===== config.mk =====
export PLATFORM = sky130hd
export DESIGN_NAME = dcache_ctrl
export DESIGN_NICKNAME = d
export VERILOG_FILES = /design/src/rtl/dcache_pkg.sv /design/src/rtl/dcache_word_sel.sv /design/src/rtl/dcache_ctrl.sv
export SDC_FILE = /design/constraint.sdc
export NUM_CORES = 1
export LEC_CHECK = 0
export ABC_AREA = 1
export BUFFER_PORTS_ARGS = -buffer_cell sky130_fd_sc_hd__buf_2
export CAP_MARGIN = 20
export CORE_AREA = 5 5 280 282
export DETAILED_ROUTE_END_ITERATION = 10
export DIE_AREA = 0 0 285 287
export HOLD_SLACK_MARGIN = 0.03
export SYNTH_ARGS = -nofsm -noshare
export SYNTH_HDL_FRONTEND = slang
export SYNTH_SLANG_ARGS = --single-unit
export TNS_END_PERCENT = 30

===== constraint.sdc =====
create_clock -name clk -period 1.95 [get_ports clk]
set_clock_uncertainty 0.2 [all_clocks]
set_input_delay 0.195 -clock clk [delete_from_list [all_inputs] [get_ports clk]]
set_output_delay 0.195 -clock clk [all_outputs]
set_load 0.05 [all_outputs]

===== src/rtl/dcache_pkg.sv =====
// Shared widths, FSM state type and address field helpers for the data-cache controller.
package dcache_pkg;

    localparam int ADDR_W      = 32;
    localparam int WORD_W      = 32;
    localparam int WORD_BYTES  = WORD_W / 8;
    localparam int BLOCK_BYTES = 16;
    localparam int BLOCK_W     = 8 * BLOCK_BYTES;
    localparam int OFF_W       = $clog2(BLOCK_BYTES);
    localparam int INDEX_W     = 6;
    localparam int TAG_W       = ADDR_W - INDEX_W - OFF_W;
    localparam int BLK_ADDR_W  = TAG_W + INDEX_W;
    localparam int BLOCK_WORDS = BLOCK_BYTES / WORD_BYTES;
    localparam int WSEL_W      = $clog2(BLOCK_WORDS);

    typedef enum logic [1:0] {
        IDLE,
        WB,
        REFILL,
        FILL
    } state_e;

    function automatic logic [INDEX_W-1:0] addr_index(input logic [ADDR_W-1:0] addr);
        return addr[OFF_W +: INDEX_W];
    endfunction

    function automatic logic [OFF_W-1:0] addr_off(input logic [ADDR_W-1:0] addr);
        return addr[OFF_W-1:0];
    endfunction

    // {tag, index}: the line address as the SRAM array and memory see it.
    function automatic logic [BLK_ADDR_W-1:0] addr_block(input logic [ADDR_W-1:0] addr);
        return addr[ADDR_W-1:OFF_W];
    endfunction

endpackage


===== src/rtl/dcache_word_sel.sv =====
// Offset-driven word extraction from a cache line and byte-enable placement into a line mask.
module dcache_word_sel
    import dcache_pkg::*;
(
    input  logic [OFF_W-1:0]       off_i,
    input  logic [BLOCK_W-1:0]     line_i,
    input  logic [WORD_BYTES-1:0]  be_i,
    output logic [WORD_W-1:0]      word_o,
    output logic [BLOCK_BYTES-1:0] bytes_o
);

    localparam int BSEL_W = $clog2(WORD_BYTES);

    logic [WSEL_W-1:0] word_idx;

    assign word_idx = off_i[OFF_W-1:BSEL_W];
    assign word_o   = line_i[word_idx*WORD_W +: WORD_W];
    // Addresses are word aligned, so the byte offset is already a multiple of WORD_BYTES.
    assign bytes_o  = BLOCK_BYTES'(be_i) << off_i;

endmodule


===== src/rtl/dcache_ctrl.sv =====
// Write-back, write-allocate D-cache controller: hit/miss resolution, victim writeback, refill, fill.
// Define DCACHE_CTRL_PERF_EN to add saturating hit/miss/writeback counters.
module dcache_ctrl
    import dcache_pkg::*;
(
    input  logic                   clk,
    input  logic                   rst,
    input  logic                   cpu_ren_i,
    input  logic                   cpu_wen_i,
    input  logic [ADDR_W-1:0]      cpu_addr_i,
    input  logic [WORD_W-1:0]      cpu_wdata_i,
    input  logic [WORD_BYTES-1:0]  cpu_be_i,
    output logic [WORD_W-1:0]      cpu_rdata_o,
    output logic                   cpu_stall_o,
    output logic                   sram_ren_o,
    output logic                   sram_wen_o,
    output logic                   sram_mem_wen_o,
    output logic [BLK_ADDR_W-1:0]  sram_block_addr_o,
    output logic [BLOCK_BYTES-1:0] sram_bytes_o,
    output logic [BLOCK_W-1:0]     sram_wdata_o,
    input  logic                   sram_hit_i,
    input  logic                   sram_dirty_i,
    input  logic [BLOCK_W-1:0]     sram_rdata_i,
    input  logic [TAG_W-1:0]       sram_victim_tag_i,
    output logic                   mem_req_o,
    output logic                   mem_we_o,
    output logic [ADDR_W-1:0]      mem_addr_o,
    output logic [BLOCK_W-1:0]     mem_wdata_o,
    input  logic [BLOCK_W-1:0]     mem_rdata_i,
    input  logic                   mem_ack_i
`ifdef DCACHE_CTRL_PERF_EN
    ,
    output logic [31:0]            perf_hits_o,
    output logic [31:0]            perf_misses_o,
    output logic [31:0]            perf_wbs_o
`endif
);

    state_e                 state_q, state_d;
    logic [BLOCK_W-1:0]     victim_line_q, victim_line_d;
    logic [BLK_ADDR_W-1:0]  victim_blk_q, victim_blk_d;
    logic [BLOCK_W-1:0]     refill_q, refill_d;
    logic                   gap_q, gap_d;

    logic                   req;
    logic [BLK_ADDR_W-1:0]  req_blk;
    logic [OFF_W-1:0]       req_off;
    logic [WORD_W-1:0]      sel_word;
    logic [BLOCK_BYTES-1:0] sel_bytes;

    assign req     = cpu_ren_i | cpu_wen_i;
    assign req_blk = addr_block(cpu_addr_i);
    assign req_off = addr_off(cpu_addr_i);

    dcache_word_sel u_word_sel (
        .off_i   (req_off),
        .line_i  (sram_rdata_i),
        .be_i    (cpu_be_i),
        .word_o  (sel_word),
        .bytes_o (sel_bytes)
    );

    // NOTE: the line buffers are reset along with the state; they drive output data buses directly.
    always_ff @(posedge clk or negedge rst) begin
        if (!rst) begin
            state_q       <= IDLE;
            victim_line_q <= '0;
            victim_blk_q  <= '0;
            refill_q      <= '0;
            gap_q         <= 1'b0;
        end else begin
            // NOTE: non-blocking so every register samples the pre-edge values of the others.
            state_q       <= state_d;
            victim_line_q <= victim_line_d;
            victim_blk_q  <= victim_blk_d;
            refill_q      <= refill_d;
            gap_q         <= gap_d;
        end
    end

    always_comb begin
        // NOTE: every output and next-state is defaulted first so no path infers a latch.
        state_d           = state_q;
        victim_line_d     = victim_line_q;
        victim_blk_d      = victim_blk_q;
        refill_d          = refill_q;
        gap_d             = 1'b0;
        cpu_rdata_o       = '0;
        cpu_stall_o       = 1'b0;
        sram_ren_o        = 1'b0;
        sram_wen_o        = 1'b0;
        sram_mem_wen_o    = 1'b0;
        sram_block_addr_o = '0;
        sram_bytes_o      = '0;
        sram_wdata_o      = '0;
        mem_req_o         = 1'b0;
        mem_we_o          = 1'b0;
        mem_addr_o        = '0;
        mem_wdata_o       = '0;

        if (rst) begin
            unique case (state_q)
                IDLE: begin
                    if (req) begin
                        sram_ren_o        = cpu_ren_i & ~cpu_wen_i;
                        sram_wen_o        = cpu_wen_i & sram_hit_i;
                        sram_block_addr_o = req_blk;
                        if (sram_hit_i) begin
                            if (cpu_wen_i) begin
                                sram_bytes_o = sel_bytes;
                                sram_wdata_o = {BLOCK_WORDS{cpu_wdata_i}};
                            end else begin
                                cpu_rdata_o = sel_word;
                            end
                        end else begin
                            cpu_stall_o   = 1'b1;
                            victim_line_d = sram_rdata_i;
                            victim_blk_d  = {sram_victim_tag_i, addr_index(cpu_addr_i)};
                            state_d       = sram_dirty_i ? WB : REFILL;
                        end
                    end
                end
                WB: begin
                    cpu_stall_o = 1'b1;
                    mem_req_o   = 1'b1;
                    mem_we_o    = 1'b1;
                    mem_addr_o  = {victim_blk_q, {OFF_W{1'b0}}};
                    mem_wdata_o = victim_line_q;
                    if (mem_ack_i) begin
                        gap_d   = 1'b1;
                        state_d = REFILL;
                    end
                end
                REFILL: begin
                    // After a writeback the request is dropped for one cycle before the read starts.
                    cpu_stall_o = 1'b1;
                    mem_req_o   = ~gap_q;
                    mem_addr_o  = {req_blk, {OFF_W{1'b0}}};
                    if (mem_ack_i && !gap_q) begin
                        refill_d = mem_rdata_i;
                        state_d  = FILL;
                    end
                end
                FILL: begin
                    cpu_stall_o       = 1'b1;
                    sram_mem_wen_o    = 1'b1;
                    sram_block_addr_o = req_blk;
                    sram_bytes_o      = '1;
                    sram_wdata_o      = refill_q;
                    state_d           = IDLE;
                end
                default: state_d = IDLE;
            endcase
        end
    end

`ifdef DCACHE_CTRL_PERF_EN
    logic        hit_evt, miss_evt, wb_evt;
    logic [31:0] hits_q, misses_q, wbs_q;

    assign hit_evt  = (state_q == IDLE) && req && sram_hit_i;
    assign miss_evt = (state_q == IDLE) && req && !sram_hit_i;
    assign wb_evt   = (state_q == WB) && mem_ack_i;

    always_ff @(posedge clk or negedge rst) begin
        if (!rst) begin
            hits_q   <= '0;
            misses_q <= '0;
            wbs_q    <= '0;
        end else begin
            if (hit_evt && !(&hits_q))    hits_q   <= hits_q + 32'd1;
            if (miss_evt && !(&misses_q)) misses_q <= misses_q + 32'd1;
            if (wb_evt && !(&wbs_q))      wbs_q    <= wbs_q + 32'd1;
        end
    end

    assign perf_hits_o   = hits_q;
    assign perf_misses_o = misses_q;
    assign perf_wbs_o    = wbs_q;
`endif

    a_addr_stable: assert property (@(posedge clk) disable iff (!rst)
        cpu_stall_o |=> $stable(cpu_addr_i));

    a_strobe_excl: assert property (@(posedge clk)
        $onehot0({sram_ren_o, sram_wen_o, sram_mem_wen_o}));

endmodule


==> impl_metrics.toml, run 1 <==
[cells_and_area]
postLayoutCoreUtil = 0.402
layoutNonFillerInstCount = 4056
multi_input_area_um2 = 8830
final_cell_mix = "459 x buf_2, 288 x dlygate4sd3_1, 287 x dfrtp_1"
nFillCells = 6992
finalNetCount = 3401
drive_above_1_share = 0.449
syn_to_final_growth_pct = 91.2
register_area_um2 = 7180
final_common_cell = "buf_2"
final_area_um2 = 30400

[timing]
min_period_ps = 2700
hold_violations = 0
fin_setup_tns_ps = -247790
max_clock_freq_mhz = 371
final_max_slew_viol_count = 0
setup_ws_ps = -746
worst_pin_slew_ps = 948
finalSetupViolCount = 496
relSlewSlack = 0.368
rsz0062_at_grt = "yes"
finalCritPeriodShare = 1.38

[synth]
yosys.area_share.simple = 0.158
synthMuxAreaShare = 0.119
syn_inst = 1939
synth_top_family_by_area = "simple AND/OR/NAND/NOR gates"
syn-mean-instance-area_um2 = 8.19
ys_ff_latch = 287
synthAdderAreaFrac = 0.00394
synth_cell_types = 28
syn-cell-area_um2 = 15900
ys_seq_area_frac = 0.452
synth_compound_area_frac = 0.157
synth_xor_area_frac = 0
synth_warnings = 0

[power_and_ir_drop]
power.share.clock = 0.177
p_int_mw = 21.6
p_switching_mw = 16.6
seqPwrFrac = 0.277
swShare = 0.434
power.leakage_nw = 14.8
pwr-share-comb = 0.546
power.density_nw_per_um2 = 1260
ir_drop_mv = 0.810

[floorplanning]
die_w_um = 285
rows = 101
coreArea_um2 = 75400
die_area_um2 = 81800
initial_core_util = 0.210
ios = 723
die_y_um = 287

[placed_design]
place_area_um2 = 23300
gp_congestion = 0.958
portBuffers = 718
place_ws_ps = -445
dpl.cell_count = 3655
post-dp-hpwl_um = 55600

[worst_hold_path]
hp-class = "in2reg"

[cts]
numCtsBuffers = 36
cts.clk_slew.worst_paths_ps = 50
cts_max_level = 2
clock_latency_ps = 530
cts_tree = "built"
cts_sinks = 287
clockRootBuffer = "clkbuf_16"
clock_path_buffers = 3

[detailed_routing]
avgRoutedWirePerCell_um = 20.2
postRouteWirelength_um = 81800
drtPass1Iterations = 6
drc_errors = 0
vias = 18300
drtAntennaViolNets = 0
drt_iter0_markers = 911
viasPerCell = 4.52

[global_routing]
grt_first_pass_wirelength_um = 114000
grt.overflow.total = 0
antenna_found_initial = 13
track_usage = 0.178
grt_max_degree = 127
grt_pass1_vias = 19000

[worst_setup_path]
worstPathCellList = "buf_4 -> buf_6 -> ha_4 -> buf_12 -> buf_4 -> clkbuf_16 -> a21oi_1 -> nor2_2 -> buf_6"
endpoint_kind = "primary output"
cp.required_ps = 1550
r2r_setup_slack_ps = -310
cpPeakStageDelay_ps = 390
cp_top_family = "buffers and inverters"
crit_type = "reg2out"
crit_fanout = 12
start_kind = "flop"
path_buf_inv = 6
critPathArrivalTime_ps = 2300
timing.critical_path.slowest_stage_cell = "dfrtp_1"

[status]
outcome = "finished with violations"
violations = "setup timing"

[run]
maxCapViolations = 0
-- registers in the layout, summed over array words and instances (netlist names) --
signal         flops
victim_blk_q      28
gap_q              1
state_q            2
victim_line_q    128
refill_q         128
-- tightest hold or removal path, delay by kind of cell --
| kind | cells | cell delay [ps] |
|---|---|---|
| simple gates | 2 | 210 |
| buf+inv | 2 | 330 |
-- per-stage QoR --
step	hold slack, ps	power, mW
3_5_place_dp	28.2	26.9
3_3_place_gp	29.7	26.7
2_1_floorplan	-301	21.7
6_report	91.7	38.2
5_1_grt	87.0	40.1
4_1_cts	60.8	35.6
-- cells in the mapped netlist --
| library cell | instances | share of area |
|---|---|---|
| dfrtp_1 | 287 | 0.45 |
| inv_2 | 2 | 0.00047 |
| nand4_1 | 1 | 0.00039 |
| o21ai_1 | 62 | 0.020 |
| nor2_2 | 33 | 0.013 |
| ha_1 | 5 | 0.0039 |
| inv_1 | 268 | 0.063 |
| nor3_1 | 6 | 0.0019 |
| nand3_4 | 1 | 0.0011 |
| nor3b_1 | 22 | 0.010 |
| o21ai_0 | 102 | 0.032 |
| nand2_1 | 183 | 0.043 |
| o211ai_1 | 1 | 0.00047 |
| buf_1 | 10 | 0.0024 |
| clkinv_1 | 1 | 0.00024 |
| nand3_2 | 1 | 0.00063 |
| buf_4 | 6 | 0.0028 |
| nor2_1 | 341 | 0.081 |
| clkbuf_1 | 53 | 0.013 |
| mux2_2 | 8 | 0.0057 |
| mux2_4 | 120 | 0.11 |
| buf_6 | 12 | 0.0085 |
| nand2_2 | 1 | 0.00039 |
| a21oi_1 | 332 | 0.10 |
| conb_1 | 1 | 0.00024 |
| or2_2 | 1 | 0.00039 |
| buf_2 | 60 | 0.019 |
| nand3_1 | 19 | 0.0060 |
-- worst paths after layout --
check	startpoint	endpoint	cells after the start
hold reg to reg	victim_line_q[86]$_DFFE_PN0P_	victim_line_q[86]$_DFFE_PN0P_	2
hold / removal	rst	gap_q$_DFF_PN0_	4
min in group asynchronous	rst	victim_line_q[92]$_DFFE_PN0P_	3
setup / recovery	state_q[0]$_DFFE_PN0P_	sram_wdata_o[117]	9
setup reg to reg	state_q[0]$_DFFE_PN0P_	refill_q[78]$_DFFE_PN0P_	9
max in group asynchronous	rst	victim_line_q[33]$_DFFE_PN0P_	4
-- metal layers --
| layer | track usage | wire length (µm) |
|---|---|---|
| met5 | 0 | 81 |
| met4 | 0.0771 | 4640 |
| met3 | 0.0543 | 6850 |
| met2 | 0.303 | 38600 |
| met1 | 0.207 | 31600 |
-- logic make-up after synthesis --
kind of cell | after synthesis
flip-flops | 287
multiplexers | 128
other | 1
adder cells (fa/ha/maj) | 5
AO/OA/AOI/OAI | 497
buffers and inverters | 412
AND/OR/NAND/NOR | 609
-- layout make-up --
type	count	area share
inverter	271	0.0341
sequential	287	0.237
timing repair buffer	1200	0.359
antenna	12	0.000989
clock inverter	9	0.00346
clock buffer	52	0.0350
tap	978	0.0403
multi-input combinational	1247	0.291
-- power groups by stage --
stage	sequential [mW]	combinational, mW	clock (mW)
3_3_place_gp	10.4	16.3	0
4_1_cts	10.4	18.2	6.94
3_5_place_dp	10.4	16.5	0
6_report	10.6	20.9	6.76
5_1_grt	10.8	22.1	7.22
2_1_floorplan	9.87	11.8	0
-- timing repair --
item                       CTS  global route
pin swaps                   15            25
hold buffers               288             0
hold endpoints to repair   468             0
setup buffers                3            12
resized for setup          426           301
setup endpoints to repair  496           558
cloned                       2            23
No activity file was read; power rests on OpenSTA's default activity.
==> inputs of run 2 (changes only) <==
CTS_BUF_LIST = sky130_fd_sc_hd__clkbuf_16   (was unset)
==> run 2 against run 1 <==
  * The run still ends with setup timing left
  * Hold slack got worse by 1.3 ps
  * Maximum frequency rose by 0.45%
  * First-iteration DRC count up 0.44%
  * Sequential cell count is the same
  * Non-clock buffer count shrank 6
  * Critical path depth rose by 1
  * Core utilization decreased by 0.48 points
  * Cell count fell by 0.30%
  * Sequential share of layout area rose by 0.28 points
  * Sequential power is essentially flat
  * Global-route usage barely moved
  * Power down 1.9%
  * Largest cell class unchanged
==> impl_metrics.toml, run 2 (synthesized netlist as in run 1, its figures left out) <==
[status]
outcome = "finished with violations"
violations = "setup timing"

[cts]
cts.clk_slew.worst_paths_ps = 50
clockRootBuffer = "clkbuf_16"
clock_latency_ps = 530
cts_sinks = 287
cts_max_level = 2
cts_tree = "built"
clock_path_buffers = 3
numCtsBuffers = 36

[worst_setup_path]
critPathArrivalTime_ps = 2290
cp_top_family = "buffers and inverters"
cp.required_ps = 1550
endpoint_kind = "primary output"
crit_type = "reg2out"
timing.critical_path.slowest_stage_cell = "dfrtp_1"
worstPathCellList = "inv_2 -> ha_4 -> nand3_4 -> buf_12 -> buf_12 -> buf_6 -> nor2_4 -> a21oi_1 -> nor2_1 -> buf_6"
start_kind = "flop"
cpPeakStageDelay_ps = 380
path_buf_inv = 5
crit_fanout = 12

[cells_and_area]
final_cell_mix = "467 x buf_2, 288 x dlygate4sd3_1, 287 x dfrtp_1"
postLayoutCoreUtil = 0.398
syn_to_final_growth_pct = 89.0
drive_above_1_share = 0.442
reg_top3 = "refill_q: 128 flops, victim_line_q: 128 flops, victim_blk_q: 28 flops"
finalNetCount = 3395
final_common_cell = "buf_2"

[run]
maxCapViolations = 0

[power_and_ir_drop]
pwr-share-comb = 0.546
power.density_nw_per_um2 = 1250
ir_drop_mv = 0.825
power.share.clock = 0.171
p_int_mw = 21.0
power.leakage_nw = 14.7
swShare = 0.440
p_switching_mw = 16.5
fin_total_pwr_mw = 37.5
seqPwrFrac = 0.283

[global_routing]
antenna_found_initial = 12
grt_max_degree = 127
grt.overflow.total = 0
track_usage = 0.178
grt_pass1_vias = 19000
grt_first_pass_wirelength_um = 114000

[timing]
min_period_ps = 2680
rsz0062_at_grt = "yes"
hold_violations = 0
worst_pin_slew_ps = 965
max_clock_freq_mhz = 373
finalCritPeriodShare = 1.38
hold_ws_ps = 90.3
relSlewSlack = 0.356
finalSetupViolCount = 494
final_max_slew_viol_count = 0
fin_setup_tns_ps = -229140
setup_ws_ps = -734

[detailed_routing]
avgRoutedWirePerCell_um = 20.1
drtAntennaViolNets = 0
drt_iter0_markers = 915
viasPerCell = 4.52
drc_errors = 0
vias = 18300
drtPass1Iterations = 5
postRouteWirelength_um = 81300

[floorplanning]
coreArea_um2 = 75400
rows = 101
ios = 723
initial_core_util = 0.210
die_y_um = 287
die_w_um = 285
die_area_um2 = 81800

[placed_design]
portBuffers = 718
post-dp-hpwl_um = 55600
gp_congestion = 0.958

[worst_hold_path]
hp-class = "in2reg"
[run 2: cell count changes in the layout (fill, tap and decap cells not counted), moves of 9 or more]
cell and change:
nor2_2 -11, buf_4 +14, nor2_1 +9, buf_6 -28
[run 2: worst register-to-register path, cell delays in order, from the launching register on]
cell and delay (ps):
dfrtp_1 380, inv_2 90, buf_4 130, ha_1 230, inv_2 50, nor2_2 150
nand3_4 160, buf_12 210, buf_12 200, mux2_4 340
[run 2: worst paths after layout]
path,start,to,slack [ps],depth (start not counted)
max,state_q[0]$_DFFE_PN0P_,sram_wdata_o[50],-730,10
min,rst,victim_line_q[52]$_DFFE_PN0P_,90,4
max reg2reg,state_q[0]$_DFFE_PN0P_,refill_q[100]$_DFFE_PN0P_,-300,9
min reg2reg,victim_line_q[86]$_DFFE_PN0P_,victim_line_q[86]$_DFFE_PN0P_,290,2
max in group asynchronous,rst,victim_line_q[5]$_DFFE_PN0P_,160,4
min in group asynchronous,rst,victim_line_q[126]$_DFFE_PN0P_,200,3
[run 2: final cells by class]
cell class	count	area (µm²)
tap	978	1220
multi-input combinational	1247	8790
clock inverter	24	161
clock buffer	37	926
antenna	6	15.0
fill	7091	45400
sequential	287	7180
timing repair buffer	1194	10700
inverter	271	1040
[run 2: power by group through the flow]
stage	Combinational, mW	Clock, mW	Sequential (mW)
floorplan	11.8	0	9.87
global placement	16.3	0	10.4
detailed placement	16.5	0	10.4
CTS	18.2	6.58	10.4
global route	21.7	6.83	10.8
finish	20.5	6.40	10.6
[run 2: through the flow]
stage	std cells	area, µm²	worst slack [ps]
2_1_floorplan	1942	17100	-375
3_3_place_gp	3655	23300	-385
3_5_place_dp	3655	23300	-445
4_1_cts	4009	28700	-761
5_1_grt	4043	30000	-849
6_report	4044	30000	-734
[run 2: what timing repair did]
action	4_1_cts	5_1_grt
endpoints found under the setup margin	496	559
gates cloned	2	20
buffers inserted	3	9
hold buffers	288	0
resized for setup	426	249
pin swaps	15	23
hold endpoints to repair	468	0
[run 2: metal layers]
layer,part of all wire,vias to the layer above,global-route usage
met5,0.0010,-,0
met4,0.053,10,0.0787
met3,0.086,252,0.0542
met2,0.47,986,0.304
met1,0.39,8632,0.207
li1,-,8394,-
==> inputs of run 3 (changes only) <==
SKIP_LAST_GASP = 1   (was unset)
==> run 3 against run 2 <==
  * The flow still finishes with violations (setup timing)
  * Combinational power up 2%
  * Register-to-register slack about the same
  * Core utilization up 0.50 points
  * First-iteration DRC count down 5.8%
  * Global-route usage down 0.21 points
  * Largest cell class unchanged
  * Largest power group unchanged
  * Clock power about the same
  * Non-clock buffer count up 13
  * Count of clock-buffer cells in the layout unchanged
==> impl_metrics.toml, run 3 (synthesized netlist as in run 1, its figures left out) <==
[status]
outcome = "finished with violations"
violations = "setup timing"

[worst_setup_path]
crit_type = "reg2out"
endpoint_kind = "primary output"
worstPathCellList = "inv_2 -> ha_4 -> buf_4 -> buf_6 -> inv_4 -> nor2_4 -> nor2_4 -> clkbuf_16 -> nor3_4 -> clkbuf_4"
crit_path_start = "state_q[0]$_DFFE_PN0P_"
cp_top_family = "buffers and inverters"
crit_top_cell = "nor2_4"
timing.critical_path.slowest_stage_cell = "dfrtp_1"
critPathArrivalTime_ps = 2300
cp.required_ps = 1550
r2r_setup_slack_ps = -310
path_buf_inv = 6
r2r_start = "state_q[0]$_DFFE_PN0P_"
crit_fanout = 6
start_kind = "flop"
cpPeakStageDelay_ps = 350

[worst_hold_path]
min-delay-start = "rst"
hp-class = "in2reg"

[global_routing]
grt.overflow.total = 0
grt_first_pass_wirelength_um = 113000
track_usage = 0.176
grt_pass1_vias = 18900
antenna_found_initial = 9
grt_max_degree = 127

[timing]
setup_ws_ps = -749
worst_pin_slew_ps = 1000
relSlewSlack = 0.333
max_clock_freq_mhz = 371
finalSetupViolCount = 494
final_max_slew_viol_count = 0
hold_violations = 0
finalCritPeriodShare = 1.38
rsz0062_at_grt = "yes"
fin_setup_tns_ps = -249460
min_period_ps = 2700

[cts]
clock_path_buffers = 3
cts_max_level = 2
clockRootBuffer = "clkbuf_16"
cts_tree = "built"
cts.clk_slew.worst_paths_ps = 50
numCtsBuffers = 36
clock_latency_ps = 530
cts_sinks = 287

[placed_design]
gp_congestion = 0.958
portBuffers = 718
post-dp-hpwl_um = 55600
place_area_um2 = 23300

[floorplanning]
ios = 723
die_area_um2 = 81800
rows = 101
coreArea_um2 = 75400
die_w_um = 285
initial_core_util = 0.210
die_y_um = 287

[detailed_routing]
drtAntennaViolNets = 0
postRouteWirelength_um = 81800
avgRoutedWirePerCell_um = 20.2
drtPass1Iterations = 5
viasPerCell = 4.54
vias = 18400
drc_errors = 0
drt_iter0_markers = 862

[power_and_ir_drop]
p_switching_mw = 16.5
power.share.clock = 0.169
swShare = 0.437
seqPwrFrac = 0.278
p_int_mw = 21.3
pwr-share-comb = 0.553
power.leakage_nw = 14.9
power.density_nw_per_um2 = 1240
ir_drop_mv = 0.873

[cells_and_area]
nFillCells = 7013
final_common_cell = "buf_2"
drive_above_1_share = 0.434
reg_top3 = "refill_q: 128 flops, victim_line_q: 128 flops, victim_blk_q: 28 flops"
finalNetCount = 3408
syn_to_final_growth_pct = 91.3
final_cell_mix = "473 x buf_2, 288 x dlygate4sd3_1, 287 x dfrtp_1"
postLayoutCoreUtil = 0.403
final_area_um2 = 30400

[run]
maxCapViolations = 0
## run 3: cell types whose count changed in the layout (fill, tap and decap cells not counted), sizes merged
cell | before | now
buf | 890 | 897
clkbuf | 53 | 59
clkinvlp | 2 | 1
inv | 277 | 278
## run 3: final cells by class
class,instances,area [µm²],area share
inverter,271,1030,0.0340
sequential,287,7180,0.236
timing repair buffer,1207,11000,0.363
tap,978,1220,0.0403
multi-input combinational,1247,8810,0.290
antenna,6,15.0,0.000494
clock buffer,37,926,0.0305
clock inverter,24,161,0.00531
## run 3: worst paths after layout
kind | to | cells after the start
setup / recovery | sram_block_addr_o[4] | 10
hold / removal | victim_line_q[52]$_DFFE_PN0P_ | 4
setup reg to reg | refill_q[64]$_DFFE_PN0P_ | 9
hold reg to reg | victim_line_q[86]$_DFFE_PN0P_ | 2
max in group asynchronous | victim_line_q[1]$_DFFE_PN0P_ | 4
min in group asynchronous | victim_blk_q[20]$_DFFE_PN0P_ | 3
## run 3: repair_timing
item / CTS / global route
pin swaps: 14 / 20
buffers inserted: 3 / 15
cloned: 2 / 27
endpoints found under the setup margin: 496 / 547
hold buffers: 288 / 0
resized for setup: 302 / 429
endpoints found under the hold margin: 468 / 0
## run 3: power by group through the flow
stage | clock, mW | combinational (mW) | sequential, mW
6_report | 6.39 | 20.9 | 10.5
5_1_grt | 6.82 | 22.1 | 10.8
4_1_cts | 6.58 | 17.9 | 10.4
3_5_place_dp | 0 | 16.5 | 10.4
3_3_place_gp | 0 | 16.3 | 10.4
2_1_floorplan | 0 | 11.8 | 9.87
## run 3: worst register-to-register path, cell delays in order (launching register included)
cell and delay (ps):
dfrtp_1 380, inv_2 80, buf_4 130, ha_1 230, inv_2 50, nor2_2 150
nand3_4 180, buf_12 220, buf_12 200, mux2_4 320
## run 3: metal layers
metal	global-route usage	vias to the layer above	part of all wire
met1	0.210	8802	0.39
li1	-	8412	-
met3	0.0485	247	0.083
met4	0.0748	8	0.052
met2	0.299	950	0.48
met5	0	-	0.00082
## run 3: metrics by stage
stage                     hold WS, ps  power [mW]  std cells  setup slack (ps)
after floorplan                  -301        21.7       1942              -375
after global placement           29.7        26.7       3655              -385
after detailed placement         28.2        26.9       3655              -445
after CTS                        45.3        34.9       4009              -761
after global routing              118        39.7       4054              -847
final                             140        37.8       4057              -749
